`config.mk`:
```
export PLATFORM = sky130hd
export DESIGN_NAME = instr_issue_queue
export DESIGN_NICKNAME = d
export VERILOG_FILES = /design/src/rtl/instr_issue_queue.sv
export SDC_FILE = /design/constraint.sdc
export NUM_CORES = 1
export LEC_CHECK = 0
export CAP_MARGIN = 5
export CORE_ASPECT_RATIO = 0.9
export CORE_MARGIN = 4
export CORE_UTILIZATION = 41
export CTS_BUF_LIST = sky130_fd_sc_hd__clkbuf_4 sky130_fd_sc_hd__clkbuf_8
export DETAILED_ROUTE_END_ITERATION = 8
export PLACE_DENSITY = 0.68
export RECOVER_POWER = 25
export SLEW_MARGIN = 20
export SYNTH_ARGS = -nofsm -noshare
export SYNTH_HDL_FRONTEND = slang
export SYNTH_SLANG_ARGS = --single-unit
```
`constraint.sdc`:
```
create_clock -name CLK -period 2.4 [get_ports CLK]
set_input_delay 0.72 -clock CLK [delete_from_list [all_inputs] [get_ports CLK]]
set_output_delay 0.72 -clock CLK [all_outputs]
set_load 0.03 [all_outputs]
```
`src/rtl/instr_issue_queue.sv`:
```
// Issue-side receiver: buffers fetched instructions in a DEPTH-entry FIFO, classifies
// them on exit and presents them through a valid/ready output register.
// Optional build macro ISSUE_BYPASS_EN lets an accept load the empty output register directly.
module instr_issue_queue #(
  parameter int DEPTH = 4
) (
  input  logic        CLK,
  input  logic        RST,
  input  logic        INSTRV,
  input  logic [31:0] DEC_INSTR,
  output logic        ISSUE_BUSY,
  input  logic        FLUSH,
  output logic        ISSUE_VALID,
  output logic [31:0] ISSUE_INSTR,
  output logic [2:0]  ISSUE_CLASS,
  input  logic        EXU_READY,
  output logic [15:0] ILL_CNT
);

  localparam int PW = $clog2(DEPTH);
  localparam logic [PW:0] FULL_COUNT = (PW + 1)'(DEPTH);

  localparam logic [2:0] CLS_ILLEGAL = 3'd0;
  localparam logic [2:0] CLS_ALU     = 3'd1;
  localparam logic [2:0] CLS_LOAD    = 3'd2;
  localparam logic [2:0] CLS_STORE   = 3'd3;
  localparam logic [2:0] CLS_BRANCH  = 3'd4;
  localparam logic [2:0] CLS_JUMP    = 3'd5;
  localparam logic [2:0] CLS_SYSTEM  = 3'd6;

  logic [31:0] r_mem [DEPTH];
  logic [PW-1:0] r_wrPtr;
  logic [PW-1:0] r_rdPtr;
  logic [PW:0]   r_count;
  logic          r_issueValid;
  logic [31:0]   r_issueInstr;
  logic [2:0]    r_issueClass;
  logic [15:0]   r_illCnt;

  logic          w_accept;
  logic          w_handoff;
  logic          w_outFree;
  logic          w_fifoEmpty;
  logic          w_pop;
  logic          w_push;
  logic          w_bypass;
  logic          w_illHit;
  logic [31:0]   w_headInstr;
  logic [PW:0]   w_countNext;

  function automatic logic [2:0] decodeClass(input logic [6:0] opcode);
    logic [2:0] cls;
    cls = CLS_ILLEGAL;
    case (opcode)
      7'b0110011, 7'b0010011, 7'b0110111, 7'b0010111: cls = CLS_ALU;
      7'b0000011:                                     cls = CLS_LOAD;
      7'b0100011:                                     cls = CLS_STORE;
      7'b1100011:                                     cls = CLS_BRANCH;
      7'b1101111, 7'b1100111:                         cls = CLS_JUMP;
      7'b1110011:                                     cls = CLS_SYSTEM;
      default:                                        cls = CLS_ILLEGAL;
    endcase
    return cls;
  endfunction

  // Busy depends only on the registered count, so a same-edge pop never frees a slot.
  assign ISSUE_BUSY  = (r_count == FULL_COUNT);
  assign w_accept    = INSTRV & ~ISSUE_BUSY;
  assign w_handoff   = r_issueValid & EXU_READY;
  assign w_outFree   = ~r_issueValid | w_handoff;
  assign w_fifoEmpty = (r_count == '0);
  assign w_pop       = w_outFree & ~w_fifoEmpty;
  assign w_headInstr = r_mem[r_rdPtr];

`ifdef ISSUE_BYPASS_EN
  assign w_bypass = w_accept & w_outFree & w_fifoEmpty;
`else
  assign w_bypass = 1'b0;
`endif

  assign w_push   = w_accept & ~w_bypass;
  assign w_illHit = w_handoff & (r_issueClass == CLS_ILLEGAL) & (r_illCnt != 16'hFFFF);

  always_comb begin
    w_countNext = r_count;
    if (w_push && !w_pop) begin
      w_countNext = r_count + (PW + 1)'(1);
    end else if (w_pop && !w_push) begin
      w_countNext = r_count - (PW + 1)'(1);
    end
  end

  always_ff @(posedge CLK) begin
    if (w_push) begin
      r_mem[r_wrPtr] <= DEC_INSTR;
    end
  end

  always_ff @(posedge CLK or posedge RST) begin
    if (RST) begin
      r_wrPtr <= '0;
      r_rdPtr <= '0;
      r_count <= '0;
    end else if (FLUSH) begin
      r_wrPtr <= '0;
      r_rdPtr <= '0;
      r_count <= '0;
    end else begin
      if (w_push) begin
        r_wrPtr <= r_wrPtr + PW'(1);
      end
      if (w_pop) begin
        r_rdPtr <= r_rdPtr + PW'(1);
      end
      r_count <= w_countNext;
    end
  end

  // Decode happens once, as the word enters the output register.
  always_ff @(posedge CLK or posedge RST) begin
    if (RST) begin
      r_issueValid <= 1'b0;
      r_issueInstr <= '0;
      r_issueClass <= CLS_ILLEGAL;
    end else if (FLUSH) begin
      r_issueValid <= 1'b0;
    end else if (w_pop) begin
      r_issueValid <= 1'b1;
      r_issueInstr <= w_headInstr;
      r_issueClass <= decodeClass(w_headInstr[6:0]);
    end else if (w_bypass) begin
      r_issueValid <= 1'b1;
      r_issueInstr <= DEC_INSTR;
      r_issueClass <= decodeClass(DEC_INSTR[6:0]);
    end else if (w_handoff) begin
      r_issueValid <= 1'b0;
    end
  end

  // Flush does not clear the illegal counter, and a flushing-edge handoff still counts.
  always_ff @(posedge CLK or posedge RST) begin
    if (RST) begin
      r_illCnt <= '0;
    end else if (w_illHit) begin
      r_illCnt <= r_illCnt + 16'd1;
    end
  end

  assign ISSUE_VALID = r_issueValid;
  assign ISSUE_INSTR = r_issueInstr;
  assign ISSUE_CLASS = r_issueClass;
  assign ILL_CNT     = r_illCnt;

endmodule

```
* After elaboration in Yosys (flattened, before gate mapping)
Memories as Yosys holds them, arrays and structs flattened. Cells that the tools add are included.
Storage, ports and cells: bits in registers 59, output and inout port bits 53, bits in writable memories 128, memories kept 1, input port bits 37, bits in latches 0, logic and storage cells 61, memory bits (read-only) 0
Memories:
- r_mem | words 4, bits a word 32, read ports 1, clocked after Yosys merged registers in 0, write ports 1, RTL line 31 | logic [31:0] r_mem [DEPTH];
Cells by class: bitwise logic cells 10, eq/ne operators 12, $mul 0, divide/modulo/power cells 0, $add $sub $neg 5, muxes and demuxes 13, shift operators 0, order comparisons 0, reduce and logical (&&, ||, !) cells 13
Operators with widths (number):
- $eq 7x7->1 const B | 4
- $eq 7x6->1 const B | 3
- $pmux 3 s6 | 1
- $add 16x1->16 const B | 1
- $ne 16x16->1 const B | 1
- $eq 7x5->1 const B | 2
- $mux 3 | 3
- $mux 2 | 4
- $eq 7x2->1 const B | 1
- $logic_not 3->1 | 2
- $reduce_bool 3->1 | 2
- $and 1x1->1 | 5
- $mux 1 | 5
- $add 2x1->2 const B | 2
- $not 1->1 | 4
- $reduce_bool 2->1 | 2
- $reduce_or 4->1 | 1
- $add 3x1->3 const B | 1
- $eq 3x3->1 const B | 1
- $sub 3x1->3 const B | 1
- $logic_and 1x1->1 | 2
- $logic_not 1->1 | 2
- $reduce_and 2->1 | 1
- $reduce_or 2->1 | 1
- $or 1x1->1 | 1

* Logic depth before layout (Yosys ltp)
Gate-level depths: netlist of the first run.
depth after elaboration 8, mapped depth 7, mapped depth without buffers 7

* Least setup slack after synthesis of the first run
Ideal clock, no wire load.
path kind register to register, start reg r_count[0], end reg r_count[2], path buffers 0, required time 2262 ps, slack 124 ps, library setup time 138 ps, data arrival time 2137 ps, cell stages (with the launch flop) 8, period minus slack after synthesis 2276 ps, path through dfrtp_1 -> or3b_1 -> inv_2 -> a211oi_2 -> fa_1 -> a2111oi_2 -> o21ai_0 -> nor3b_2
Between the ends: elaborated cells between the ends (all ways) 16, those cells by class add/sub (2); eq/ne (1); mux (3); bitwise (4); reduce/logical (6)
RTL lines:
- from (decl) | RTL line 34 | logic [PW:0] r_count;
- from (signal assigned) | RTL line 115 | r_count <= w_countNext;
- $eq 3x3->1 (*) | RTL line 67 | assign ISSUE_BUSY = (r_count == FULL_COUNT);
- named net ISSUE_BUSY | RTL line 11 | output logic ISSUE_BUSY,
- $not 1->1 (*) | RTL line 68 | assign w_accept = INSTRV & ~ISSUE_BUSY;
- $and 1x1->1 (*) | RTL line 68
- $logic_and 1x1->1 or $logic_not 1->1 (tied branches) | RTL line 86, 88
- $mux 3 or $logic_and 1x1->1 (tied branches) | RTL line 86, 88
- $mux 3 or $reduce_bool 3->1 (tied branches)
Mark *: on every way through the listed nets, which the timed path passes. The rest lies on a longest branch. The select of a mux whose other input is x is not followed. A chain may end at the register's enable or synchronous reset.

* Worst setup path in the final report of the first run
start reg r_issueClass[2], in the netlist ISSUE_CLASS[2], end out ISSUE_CLASS[2]
RTL lines:
- from (decl) | RTL line 37 | logic [2:0] r_issueClass;
- from (signal assigned) | RTL line 130 | r_issueClass <= decodeClass(w_headInstr[6:0]);
- from (signal assigned) | RTL line 134 | r_issueClass <= decodeClass(DEC_INSTR[6:0]);
- to (decl) | RTL line 15 | output logic [2:0] ISSUE_CLASS,
No word-level cell between the ends.

==> flow_summary.yaml, run 1 <==
finish:
  nets: 614
  syn_to_final_growth_pct: 25.1
  multiInputGateArea_sq_mm: 0.00190
  utilization_pct: 52.1
  drive_gt1_share_pct: 19.5
  post-route-cell-area_sq_mm: 0.00918
  regArea_sq_mm: 0.00532
  nFillCells: 1473
  antenna_cells: 0
logic_synthesis:
  ys_seq_area_share_pct: 72.5
  syn_area_per_cell_sq_um: 16.3
  synthArstFlopShare_pct: 31.6
  synth_edf_count: 128
  synth_area_leaders: "edfxtp_1 (52%), dfrtp_1 (20%), mux4_2 (9.8%), nand2_1 (5.2%), xor2_1 (1.6%)"
  yosys.area.top_type_share_pct: 52.4
  synth_ff_type: "edfxtp_1"
  synth_area_sq_mm: 0.00734
  netlist_instances: 449
  synth.most_common_cell: "edfxtp_1"
  syn-num-nets: 492
  ys_seq_elements: 187
  synth_commonest_cells: "edfxtp_1 (128), nand2_1 (102), dfrtp_1 (59), mux4_2 (32), xor2_1 (13)"
  synth_area_leader_cell: "edfxtp_1"
  yosysWarnings: 0
  yosysUniqueCellTypes: 47
floorplan:
  rows: 46
  dieArea_sq_mm: 0.0201
  die_y_microns: 135
  start_util_pct: 41.7
  ios: 90
  coreArea_sq_mm: 0.0176
  die-width_microns: 149
critical_path:
  rr_worst_depth: 6
  cpMaxStageDelayCell: "clkdlybuf4s50_1"
  path_cells: "clkdlybuf4s50_1"
  end_kind: "primary output"
  reg2reg_setup_slack_ns: 0.26
  crit_fanout: 5
  critPathArrivalTime_ns: 1.60
  r2r-end: "r_count[1]"
  r2r_start: "r_count[2]"
  worstSetupPathType: "reg -> out"
  cp.required_ns: 1.68
  max_stage_delay_ns: 0.70
  critPathBufInv: 1
  worst_setup_path_start_kind: "register"
  crit_family: "buffers and inverters"
route:
  drt_pre_antenna_iters: 6
  drc: 0
  drt_iter0_markers: 337
  post_drt_wl_per_cell_microns: 18.5
  via_per_inst: 5.13
  postRouteAntennaNets: 0
  vias: 4224
  drt_wl_total_microns: 15200
placement:
  gp_congestion: 0.883
  io_buffers: 89
  dpl_cell_area_sq_mm: 0.00876
  dp_hpwl_microns: 10100
clock_tree:
  cts_tree: "yes"
  h-tree-depth: 4
  clock_sinks: 187
  cts_hold_buf: 0
  cts_buffers: 17
  insertion_delay_ns: 0.46
  path_clk_slew_ns: 0.09
  cts_buffer_depth: 2
  cts_root_buffer: "clkbuf_8"
sta:
  fin_crit_sh_pct: 96.7
  hold_violations: 0
  min_period_ns: 2.32
  slew_headroom_pct: 55.2
  slew_violations: 0
  whs_ns: 0.479
  rsz0062_at_grt: "no"
  fin_skew_ns: 0.0157
  worst_pin_slew_ns: 0.671
  setup_viol: 0
  timing.fmax_mhz: 431
power:
  switching_share_pct: 35.2
  pwr-share-clk_pct: 19.5
  p_switching_uw: 3530
  p_per_area_mw_per_mm2: 1090
  ir_drop_mv: 0.811
  power_frac_seq_pct: 44.8
  power.total_uw: 10000
  internal-power_uw: 6500
  combPwrFrac_pct: 35.7
  p_leak_uw: 0.00356
worst_hold_path:
  worstHoldEndpoint: "ISSUE_INSTR[7]"
  hp-start: "ISSUE_INSTR[7]"
  min_path_type: "reg -> reg"
  worstHoldPathCells: 2
grt:
  grt.total_usage_pct: 15.9
  grt_pass1_vias: 4525
  grt_start_max_net_pins: 31
  antenna_found_initial: 0
  grt-ovfl-total: 0
  grt_pass1_wl_microns: 24400
outcome:
  status: "completed"
job:
  maxCapViolations: 0
## cell families (layout without fill, tap and decap cells)
logic type	after synthesis	in the layout	share of synthesized area, %
flops	187	187	72.5
simple gates	154	154	9.93
mux	36	36	10.4
buf+inv	26	161	1.77
compound gates	25	25	2.46
xor+xnor	15	15	1.79
fa+ha+maj	6	6	1.13
## routing by layer
metal / global-route usage (%) / vias to the layer above / share of wire, %
li1: - / 1915 / -
met1: 21.4 / 2185 / 45
met2: 25.5 / 116 / 49
met3: 4.90 / 8 / 5.4
met4: 4.17 / 0 / 0.68
met5: 0 / - / 0
## worst register-to-register path: cells and delay by family, from the launching register on
kind | cells | cell delay (ns)
AO/OA/AOI/OAI | 2 | 0.38
adder cells (fa/ha/maj) | 1 | 0.47
buffers and inverters | 1 | 0.15
flip-flops | 1 | 0.39
AND/OR/NAND/NOR | 2 | 0.63
## power by group through the flow
stage	clock network [uW]	logic, uW	registers (uW)
floorplan	0	1620	5080
global placement	0	3490	4540
detailed placement	0	3580	4580
CTS	2020	3650	4500
global route	2180	3870	4560
finish	1960	3590	4490
## per-stage QoR
stage                     worst slack (ns)  cells  setup TNS [ns]
final                               0.0800    824               0
after detailed placement            -0.284    788          -0.454
after floorplan                      0.124    449               0
after global placement              -0.218    788          -0.253
after global routing               0.00644    824               0
after CTS                           0.0188    823               0
## placed cells by master (no fill, tap or decap), types with 3 or more instances in the layout
master           Yosys  layout
and3_1               8       4
xor2_1              13      13
nand2_1            102     102
a211oi_1             3       3
dlymetal6s2s_1       0       6
clkdlybuf4s50_1      0      55
nand4_1              3       3
buf_12               0      10
a21oi_1              5       5
o21ai_0              5       5
nor2_1               8       8
inv_6                0       4
o21ai_1              3       3
nor3_1               9       8
clkbuf_8             0      18
buf_4                2      21
dfrtp_1             59      57
ha_1                 5       5
inv_1                9       9
mux4_2              32      32
and3_2               0       4
dlygate4sd3_1        0      27
nor4_1               4       4
clkinv_2             0       3
nor3b_1              3       3
edfxtp_1           128     128
## cell type report
type / count / area share (%)
Sequential cell: 187 / 58.0
Multi-Input combinational cell: 236 / 20.7
Timing Repair Buffer: 119 / 13.7
Tap cell: 240 / 3.27
Clock buffer: 20 / 2.86
Clock inverter: 12 / 1.14
Inverter: 10 / 0.409
## registers in the layout (all words and copies together) (netlist names)
register     cells
ISSUE_CLASS      3
r_wrPtr          2
r_rdPtr          2
r_mem          128
ISSUE_VALID      1
ISSUE_INSTR     32
ILL_CNT         16
r_count          3
## timing repair
item	CTS	global route
endpoints found under the setup margin	1	7
pin swaps	0	1
buffers inserted	3	1
resized for setup	1	6
## how the worst max path moves through the flow
stage                         startpoint             end  slack, ns  cells after the start
after floorplan               r_count[0]      r_count[2]       0.12                      7
after global placement         EXU_READY      r_count[2]      -0.22                      7
after detailed placement       EXU_READY      r_count[2]      -0.28                      7
after CTS                     r_count[0]      ISSUE_BUSY       0.02                      4
after global routing      ISSUE_CLASS[2]  ISSUE_CLASS[2]      0.006                      1
final                     ISSUE_CLASS[2]  ISSUE_CLASS[2]       0.08                      1
Power figures use the tool's default switching activity.
==> run 2: changes to the inputs <==
Settings changed: ABC_AREA from default to 0.
==> results of run 2 <==
Same layout as run 1: the final DEF is identical, and so are final timing and power.
